**src/rtl/imm_pkg.sv**
```systemverilog
// Shared types and opcode constants for the
// immediate-generation decode stage.
package imm_pkg;

  typedef enum logic [2:0] {
    FMT_NONE = 3'd0,
    FMT_I    = 3'd1,
    FMT_S    = 3'd2,
    FMT_B    = 3'd3,
    FMT_U    = 3'd4,
    FMT_J    = 3'd5,
    FMT_SH   = 3'd6,
    FMT_Z    = 3'd7
  } imm_fmt_e;

  localparam logic [6:0] OP_LOAD   = 7'b0000011;
  localparam logic [6:0] OP_IMM    = 7'b0010011;
  localparam logic [6:0] OP_JALR   = 7'b1100111;
  localparam logic [6:0] OP_STORE  = 7'b0100011;
  localparam logic [6:0] OP_BRANCH = 7'b1100011;
  localparam logic [6:0] OP_LUI    = 7'b0110111;
  localparam logic [6:0] OP_AUIPC  = 7'b0010111;
  localparam logic [6:0] OP_JAL    = 7'b1101111;
  localparam logic [6:0] OP_SYSTEM = 7'b1110011;

endpackage

```
**src/rtl/imm_decode.sv**
```systemverilog
// Combinational immediate extraction: picks the
// format from the opcode and builds an XLEN value.
module imm_decode
  import imm_pkg::*;
#(
  parameter int XLEN    = 32,
  parameter int SHAMT_W = $clog2(XLEN)
) (
  input  logic [31:0]     instr,
  output logic [XLEN-1:0] imm,
  output imm_fmt_e        fmt,
  output logic            illegal
);

  logic [6:0]  op;
  logic [2:0]  f3;
  logic [31:0] i32;
  logic [31:0] s32;
  logic [31:0] b32;
  logic [31:0] u32;
  logic [31:0] j32;
  logic        is_i;
  logic        is_sh;
  logic        is_z;
  logic        is_s;
  logic        is_b;
  logic        is_u;
  logic        is_j;

  assign op = instr[6:0];
  assign f3 = instr[14:12];

  assign i32 = {{20{instr[31]}}, instr[31:20]};
  assign s32 = {{20{instr[31]}},
                instr[31:25], instr[11:7]};
  assign b32 = {{19{instr[31]}}, instr[31],
                instr[7], instr[30:25],
                instr[11:8], 1'b0};
  assign u32 = {instr[31:12], 12'b0};
  assign j32 = {{11{instr[31]}}, instr[31],
                instr[19:12], instr[20],
                instr[30:21], 1'b0};

  // f3 of 001/101 under OP-IMM are the shifts
  assign is_sh = (op == OP_IMM) &&
                 (f3[1:0] == 2'b01);
  assign is_z  = (op == OP_SYSTEM) && f3[2];
  assign is_i  = (op == OP_LOAD) ||
                 (op == OP_JALR) ||
                 ((op == OP_IMM) && !is_sh) ||
                 ((op == OP_SYSTEM) && !f3[2]);
  assign is_s  = (op == OP_STORE);
  assign is_b  = (op == OP_BRANCH);
  assign is_u  = (op == OP_LUI) ||
                 (op == OP_AUIPC);
  assign is_j  = (op == OP_JAL);

  // one-hot format select; unknown opcodes flag illegal
  always_comb begin
    imm     = '0;
    fmt     = FMT_NONE;
    illegal = 1'b0;
    unique case (1'b1)
      is_i: begin
        imm = XLEN'($signed(i32));
        fmt = FMT_I;
      end
      is_sh: begin
        imm = XLEN'(instr[20 +: SHAMT_W]);
        fmt = FMT_SH;
      end
      is_z: begin
        imm = XLEN'(instr[19:15]);
        fmt = FMT_Z;
      end
      is_s: begin
        imm = XLEN'($signed(s32));
        fmt = FMT_S;
      end
      is_b: begin
        imm = XLEN'($signed(b32));
        fmt = FMT_B;
      end
      is_u: begin
        imm = XLEN'($signed(u32));
        fmt = FMT_U;
      end
      is_j: begin
        imm = XLEN'($signed(j32));
        fmt = FMT_J;
      end
      default: illegal = 1'b1;
    endcase
  end

endmodule

```
**src/rtl/imm_gen_stage.sv**
```systemverilog
// Registered immediate stage: decoder followed by a
// 2-entry elastic buffer (output reg + skid reg).
module imm_gen_stage
  import imm_pkg::*;
#(
  parameter int XLEN    = 32,
  parameter int SHAMT_W = $clog2(XLEN)
) (
  input  logic            clk,
  input  logic            rst_n,
  input  logic            flush,
  input  logic            in_valid,
  output logic            in_ready,
  input  logic [31:0]     in_instr,
  output logic            out_valid,
  input  logic            out_ready,
  output logic [XLEN-1:0] out_imm,
  output imm_fmt_e        out_fmt,
  output logic            out_illegal
);

  logic [XLEN-1:0] dec_imm;
  imm_fmt_e        dec_fmt;
  logic            dec_ill;

  logic            v0;
  logic            v1;
  logic [XLEN-1:0] imm0;
  logic [XLEN-1:0] imm1;
  imm_fmt_e        fmt0;
  imm_fmt_e        fmt1;
  logic            ill0;
  logic            ill1;
  logic            xin;
  logic            xout;

  imm_decode #(
    .XLEN    (XLEN),
    .SHAMT_W (SHAMT_W)
  ) u_dec (
    .instr   (in_instr),
    .imm     (dec_imm),
    .fmt     (dec_fmt),
    .illegal (dec_ill)
  );

  assign in_ready    = !v1;
  assign xin         = in_valid & in_ready;
  assign xout        = v0 & out_ready;
  assign out_valid   = v0;
  assign out_imm     = imm0;
  assign out_fmt     = fmt0;
  assign out_illegal = ill0;

  // entry 0 refills from skid first, else from input;
  // a stalled entry 0 diverts input into the skid
  always_ff @(posedge clk or negedge rst_n) begin
    if (!rst_n) begin
      v0   <= 1'b0;
      v1   <= 1'b0;
      imm0 <= '0;
      imm1 <= '0;
      fmt0 <= FMT_NONE;
      fmt1 <= FMT_NONE;
      ill0 <= 1'b0;
      ill1 <= 1'b0;
    end else if (flush) begin
      v0 <= 1'b0;
      v1 <= 1'b0;
    end else if (!v0 || xout) begin
      if (v1) begin
        v0   <= 1'b1;
        v1   <= 1'b0;
        imm0 <= imm1;
        fmt0 <= fmt1;
        ill0 <= ill1;
      end else begin
        v0 <= xin;
        if (xin) begin
          imm0 <= dec_imm;
          fmt0 <= dec_fmt;
          ill0 <= dec_ill;
        end
      end
    end else if (xin) begin
      v1   <= 1'b1;
      imm1 <= dec_imm;
      fmt1 <= dec_fmt;
      ill1 <= dec_ill;
    end
  end

endmodule
```
**config.mk**
```make
export PLATFORM = sky130hd
export DESIGN_NAME = imm_gen_stage
export DESIGN_NICKNAME = d
export VERILOG_FILES = /design/src/rtl/imm_pkg.sv /design/src/rtl/imm_decode.sv /design/src/rtl/imm_gen_stage.sv
export SDC_FILE = /design/constraint.sdc
export NUM_CORES = 1
export LEC_CHECK = 0
export CAP_MARGIN = 20
export CORE_MARGIN = 2
export CORE_UTILIZATION = 52
export DETAILED_ROUTE_END_ITERATION = 10
export PLACE_DENSITY = 0.8
export SETUP_SLACK_MARGIN = 0.1
export SLEW_MARGIN = 20
export SYNTH_ARGS = -nofsm -noshare
export SYNTH_HDL_FRONTEND = slang
export SYNTH_HIERARCHICAL = 1
export SYNTH_SLANG_ARGS = --single-unit
```
**constraint.sdc**
```tcl
create_clock -name clk -period 1.75 [get_ports clk]
set_input_delay 0.2625 -clock clk [delete_from_list [all_inputs] [get_ports clk]]
set_output_delay 0.2625 -clock clk [all_outputs]
set_load 0.01 [all_outputs]
```
==> summary.md, run 1 <==
| Metric | Value |
|---|---|
| CORE AREA | 7176 sq um |
| Met3 Usage GRT | 5.725% |
| FFs w/ async S/R, synth | 100.0% |
| Area occupied by multi-input gates | 2340 sq um |
| Avg Synthesized Cell Area | 13.35 sq um |
| Sw frac | 25.12% |
| Worst vdd ir | 0.0006878 V |
| First-pass GRT wire length | 15990 um |
| CTS root buffer | clkbuf_8 |
| Sequential Power Share | 45.5% |
| Static leakage | 2.953 nW |
| Combinational fraction of design power | 16.2% |
| Commonest non-fill, non-tap cell in the layout | mux2_4 |
| Post-synth EDFFs | 0 |
| Register area | 1853 sq um |
| Final core occ | 83.02% |
| Worst rel slew slack | 66.08% |
| Slowest cell on crit path | a211oi_2 |
| Cell area after synthesis | 3806 sq um |
| Fmax | 516.6 MHz |
| # diodes | 0 |
| Switch Pwr | 0.001008 W |
| Synthesis warning total | 6 |
| Commonest cells after routing, fill and taps aside | 77 x mux2_4, 73 x dfrtp_1, 62 x clkdlybuf4s50_1 |
| Clk pwr share | 38.3% |
| RSZ-0062 raised after global routing | yes |
| Vias | 3078 |
| Row count | 31 |
| #FFs+latches synth | 74 |
| Drt pass-1 iters | 4 |
| Gr usage total | 26.95% |
| Pin count of the biggest net entering global routing | 38 |
| Skew-Pair Late Insertion Delay | 0.35 ns |
| Count of cell types in the netlist | 40 |
| CTS clk-pin slew, worst paths | 0.09 ns |
| Slew Limit Fails | 0 |
| Primary FF master, synth | dfrtp_1 |
| Max Cap Viol | 0 |
| Layout cells sized above 1 | 54.61% |
| TritonCTS Buffers | 9 |
| Nets@finish | 455 |
| Final WL | 12320 um |
| Worst Path Required | 2.00 ns |
| Setup-failing EPs final | 33 |
| Placed wire-length estimate | 5969 um |
| GR Util met1 | 36.73% |
| Syn_nets | 322 |
| Crit path cell chain | buf_8 -> nor3b_4 -> a211oi_2 -> o21ai_2 -> o31a_4 -> a21o_1 -> mux2_4 -> mux2_4 |
| Final worst slack | -0.1859 ns |
| Bufs on Longest Clock Path | 2 |
| Non-Filler Instances | 522 |
| Overflow left after global routing | 0 |
| DRC Markers | 0 |
| R2r worst-path depth | 5 |
| WP data arrival | 2.18 ns |
| Kind of critical path | in -> reg |
| Fin crit share | 110.6% |
| Mean routed wirelength per cell | 23.60 um |
| PwrDens | 673.7 nW/um^2 |
| Internal power | 0.003005 W |
| CP top delay family | compound AO/OA/AOI/OAI gates |
| H-tree lvl count | 3 |
| Initial antenna violation count | 0 |
| Setup crit end kind | flop |
| Worst Hold Class | in -> async |
| IO Port Bufs | 74 |
| CTS Sinks | 74 |
| GPL Wtd Cong | 0.8915 |
| Critical Path Stages | 8 |
| CP Launch Type | input port |
| Post-Synthesis Cells | 285 |
| CTS tree | yes |
| Global-route met2 utilization | 42.65% |
| Grt peak-use layer | met2 |
| Minimum clock period | 1.936 ns |
| # placed instances | 475 |
| Number of global-route vias before repair | 3114 |
| Final Skew | 0.009148 ns |
| Die Y | 89.56 um |
| IO Pins | 75 |
| Top cell by count, worst path | mux2_4 |
| Failing checks | setup timing |
| Area grow syn2layout | 56.51% |
| Crit-path max FO | 6 |
| Die area | 8020 sq um |
| Post-DP Area | 4907 sq um |
| Design area | 5957 sq um |
| Starting Density | 53.04% |
| # fillers | 331 |
| Antenna-violating nets left | 0 |
| Max stage delay on crit path | 0.37 ns |
| Final hold viol count | 0 |
| Worst Tran Pin Value | 0.5088 ns |
| Die X | 89.56 um |
| Part of the Yosys area used for sequential elements | 48.65% |
| Worst path bufs/invs | 1 |
| Avg Vias per Cell | 5.897 |
| Status | finished with violations |
| Initial DRC count | 199 |
worst paths after layout:
path	startpoint	slack, ns	to
setup / recovery	in_instr[4]	-0.19	out_imm[29]
hold / removal	rst_n	0.41	out_imm[10]
setup reg to reg	v1	0.08	imm1[29]
hold reg to reg	imm1[5]	0.51	imm1[5]
max in group asynchronous	rst_n	0.77	out_imm[19]
min in group clk	in_instr[12]	0.50	imm1[12]
cell type report:
cell class | instances | area share [%]
Sequential cell | 74 | 31.11
Timing Repair Buffer | 137 | 23.55
Clock buffer | 11 | 2.373
Multi-Input combinational cell | 193 | 39.28
Tap cell | 99 | 2.079
Clock inverter | 5 | 1.428
Inverter | 3 | 0.1890
sequential cells by signal, summed over array words and instances, names as in the netlist:
signal	cells
out_illegal	1
fmt1	3
out_fmt	3
v1	1
imm1	32
out_valid	1
ill1	1
out_imm	32
per-layer routing:
| metal | wire (um) | vias up |
|---|---|---|
| met5 | 0 | - |
| met4 | 564 | 0 |
| met3 | 759 | 52 |
| met2 | 5796 | 149 |
| met1 | 5198 | 1561 |
| li1 | - | 1316 |
Yosys cell counts (2+ instances only):
cell type / instances / area share, %
dfrtp_1: 74 / 49
nor2b_1: 7 / 1.2
mux2_1: 3 / 0.89
nor3_1: 2 / 0.26
buf_6: 3 / 0.89
nand3_1: 3 / 0.39
a21o_1: 23 / 4.5
nor4_2: 2 / 0.66
inv_1: 3 / 0.30
nor2_1: 3 / 0.30
or2_2: 2 / 0.33
nor3b_1: 2 / 0.39
o31ai_1: 2 / 0.39
nand2_1: 9 / 0.89
nand2b_1: 2 / 0.33
mux2_2: 105 / 31
o21a_1: 2 / 0.39
buf_2: 12 / 1.6
a22o_1: 4 / 0.92
a21oi_1: 2 / 0.26
worst register-to-register path, cell delays in order (launching register included):
cell	delay (ns)
dfrtp_2	0.42
buf_6	0.13
nor4b_4	0.27
buf_6	0.23
clkbuf_16	0.20
mux2_4	0.31
logic make-up (layout without fill, tap and decap cells):
group	after synthesis	count (layout)	synth area share, %
and+or+nand+nor	43	43	8.152
muxes	109	109	32.22
AOI/OAI and AO/OA	40	41	8.119
DFF	74	74	48.65
buffers and inverters	19	156	2.860
timing repair:
item,4_1_cts,5_1_grt
buffers inserted,12,14
endpoints found under the setup margin,73,72
pin swaps,22,11
gates resized for setup,113,61
cloned,2,6
hold endpoints to repair,34,0
hold buffers,1,0
power groups by stage:
stage          combinational, W  sequential (W)  clock [W]
2_1_floorplan          0.000206         0.00186          0
5_1_grt                0.000682         0.00183    0.00161
3_3_place_gp           0.000490         0.00185          0
4_1_cts                0.000567         0.00182    0.00153
3_5_place_dp           0.000498         0.00185          0
6_report               0.000650         0.00182    0.00154
metrics by stage:
| stage | total power (W) | setup slack, ns | hold WS (ns) | TNS [ns] |
|---|---|---|---|---|
| 2_1_floorplan | 0.002062 | -0.2488 | -0.03309 | -3.618 |
| 3_3_place_gp | 0.002336 | -0.8089 | 0.2513 | -44.74 |
| 3_5_place_dp | 0.002348 | -0.9273 | 0.2680 | -50.12 |
| 4_1_cts | 0.003920 | -0.08102 | 0.4209 | -1.115 |
| 5_1_grt | 0.004123 | -0.1921 | 0.4471 | -3.503 |
| 6_report | 0.004013 | -0.1859 | 0.4058 | -3.206 |
Note: power is estimated with default switching activity, not from simulation.
==> inputs of run 2 (changes only) <==
--- a/config.mk
+++ b/config.mk
@@ -6,10 +6,11 @@
 export NUM_CORES = 1
 export LEC_CHECK = 0
 export CAP_MARGIN = 20
+export CORE_ASPECT_RATIO = 0.6
 export CORE_MARGIN = 2
 export CORE_UTILIZATION = 52
 export DETAILED_ROUTE_END_ITERATION = 10
-export PLACE_DENSITY = 0.8
+export PLACE_DENSITY = 0.91
 export SETUP_SLACK_MARGIN = 0.1
 export SLEW_MARGIN = 20
 export SYNTH_ARGS = -nofsm -noshare
==> run 2 against run 1 <==
The flow still finishes with violations (setup timing). Routed wire length grew 24%. Worst setup slack got worse by 0.016 ns. Sequential share of layout area decreased by 1.4 points. Flip-flop and latch count stayed put. Total power is 17% higher. Largest power group is now clock. Highest routed layer unchanged.
==> summary.md, run 2 (synthesized netlist as in run 1, its figures left out) <==
| Metric | Value |
|---|---|
| Fmax | 512.4 MHz |
| Final Skew | 0.008535 ns |
| Number of global-route vias before repair | 3290 |
| Minimum clock period | 1.952 ns |
| Clk pwr share | 45.5% |
| # placed instances | 477 |
| Commonest non-fill, non-tap cell in the layout | dfrtp_1 |
| H-tree lvl count | 3 |
| Mean routed wirelength per cell | 28.53 um |
| Pin count of the biggest net entering global routing | 47 |
| Area occupied by multi-input gates | 2315 sq um |
| CTS root buffer | clkbuf_16 |
| DRC Markers | 0 |
| Sequential Power Share | 39.2% |
| Overflow left after global routing | 0 |
| Die X | 114.5 um |
| Final hold viol count | 0 |
| GPL Wtd Cong | 0.8534 |
| CTS Sinks | 74 |
| CP Launch Type | input port |
| PwrDens | 750.6 nW/um^2 |
| Final hold slack | 0.3979 ns |
| Post-DP Area | 4972 sq um |
| Max Cap Viol | 0 |
| # diodes | 0 |
| WP data arrival | 2.24 ns |
| Register area | 1853 sq um |
| Initial antenna violation count | 0 |
| Commonest cells after routing, fill and taps aside | 73 x dfrtp_1, 70 x mux2_4, 61 x clkdlybuf4s50_1 |
| Slew Limit Fails | 0 |
| IO Pins | 75 |
| Bufs on Longest Clock Path | 2 |
| CTS clk-pin slew, worst paths | 0.06 ns |
| Worst Path Required | 2.04 ns |
| Avg Vias per Cell | 6.563 |
| Placed wire-length estimate | 6398 um |
| Area grow syn2layout | 63.84% |
| Worst Tran Pin Value | 0.4649 ns |
| Final worst slack | -0.2015 ns |
| TritonCTS Buffers | 9 |
| Kind of critical path | in -> reg |
| Non-Filler Instances | 535 |
| Static leakage | 3.112 nW |
| Switch Pwr | 0.001132 W |
| Fin crit share | 111.5% |
| Post-Place Setup Slack | -0.8612 ns |
| # fillers | 295 |
| Layout cells sized above 1 | 57.21% |
| Row count | 24 |
| RSZ-0062 raised after global routing | yes |
| Initial DRC count | 387 |
| Design area | 6236 sq um |
| CORE AREA | 7177 sq um |
| Worst Hold Class | in -> async |
| Worst rel slew slack | 68.78% |
| Final WL | 15270 um |
| Skew-Pair Late Insertion Delay | 0.35 ns |
| Nets@finish | 476 |
| Vias | 3511 |
| First-pass GRT wire length | 18420 um |
| Setup crit end kind | flop |
| Status | finished with violations |
| Worst vdd ir | 0.0006795 V |
| Gr usage total | 30.75% |
| CTS tree | yes |
| Combinational fraction of design power | 15.3% |
| Drt pass-1 iters | 5 |
| Starting Density | 53.03% |
| Sw frac | 24.18% |
| Die area | 8042 sq um |
| Internal power | 0.003549 W |
| R2r worst-path depth | 5 |
| Crit-path max FO | 5 |
| Antenna-violating nets left | 0 |
| Die Y | 70.27 um |
| Failing checks | setup timing |
| Setup-failing EPs final | 70 |
| IO Port Bufs | 74 |
run 2: cell types whose count changed in the layout (fill, tap and decap cells not counted), moves of 2 or more:
cell           previous run  this run
buf_6                    14        17
clkbuf_16                 4        14
clkbuf_8                 10         3
buf_12                    4         6
mux2_2                   30        37
dlygate4sd2_1             1         4
buf_2                     3         1
mux2_4                   77        70
buf_4                    41        57
run 2: worst paths after layout:
kind                          endpoint          from  slack [ns]
min                         out_fmt[1]         rst_n        0.40
max reg2reg                   imm1[10]            v1       -0.08
min in group clk              imm1[14]  in_instr[14]        0.50
min reg2reg                out_imm[17]   out_imm[17]        0.51
max                        out_imm[25]   in_instr[2]       -0.20
max in group asynchronous  out_imm[12]         rst_n        0.75
run 2: cell type report:
class,count,share of cell area [%]
Clock buffer,12,4.274
Sequential cell,74,29.72
Inverter,3,0.1806
Multi-Input combinational cell,193,37.12
Timing Repair Buffer,158,25.72
Clock inverter,4,1.164
Tap cell,91,1.826
run 2: what timing repair did:
item                                   4_1_cts  5_1_grt
endpoints found under the hold margin       28        0
setup endpoints to repair                   73       70
setup buffers                               10       22
pin swaps                                   17       23
hold buffers                                 1        0
cloned                                       5        5
gates resized for setup                    110       65
run 2: stage by stage:
step / util [%] / power [W] / TNS, ns
after CTS: 79.69 / 0.004506 / -1.779
after floorplan: - / 0.002062 / -3.618
after detailed placement: 69.28 / 0.002369 / -47.92
after global routing: 86.89 / 0.004781 / -6.854
final: 86.89 / 0.004681 / -6.155
after global placement: 69.28 / 0.002352 / -45.74
run 2: worst max-delay path, stage by stage:
cell      delay (ns)
buf_12          0.11
buf_6           0.12
nor4bb_4        0.39
nand4_1         0.28
o21ai_2         0.22
o31a_1          0.36
a21o_1          0.19
mux2_2          0.17
mux2_4          0.13
run 2: metal layers:
metal	global-route usage, %	part of all wire (%)	vias to the layer above
li1	-	-	1353
met1	39.83	39	1769
met2	49.51	46	280
met3	8.681	9.5	109
met4	11.25	6.2	0
met5	0	0	-
run 2: power by group through the flow:
stage | combinational, W | clock [W] | sequential (W)
after floorplan | 0.000206 | 0 | 0.00186
after global placement | 0.000507 | 0 | 0.00185
after detailed placement | 0.000518 | 0 | 0.00185
after CTS | 0.000583 | 0.00210 | 0.00182
after global routing | 0.000740 | 0.00220 | 0.00184
final | 0.000717 | 0.00213 | 0.00183
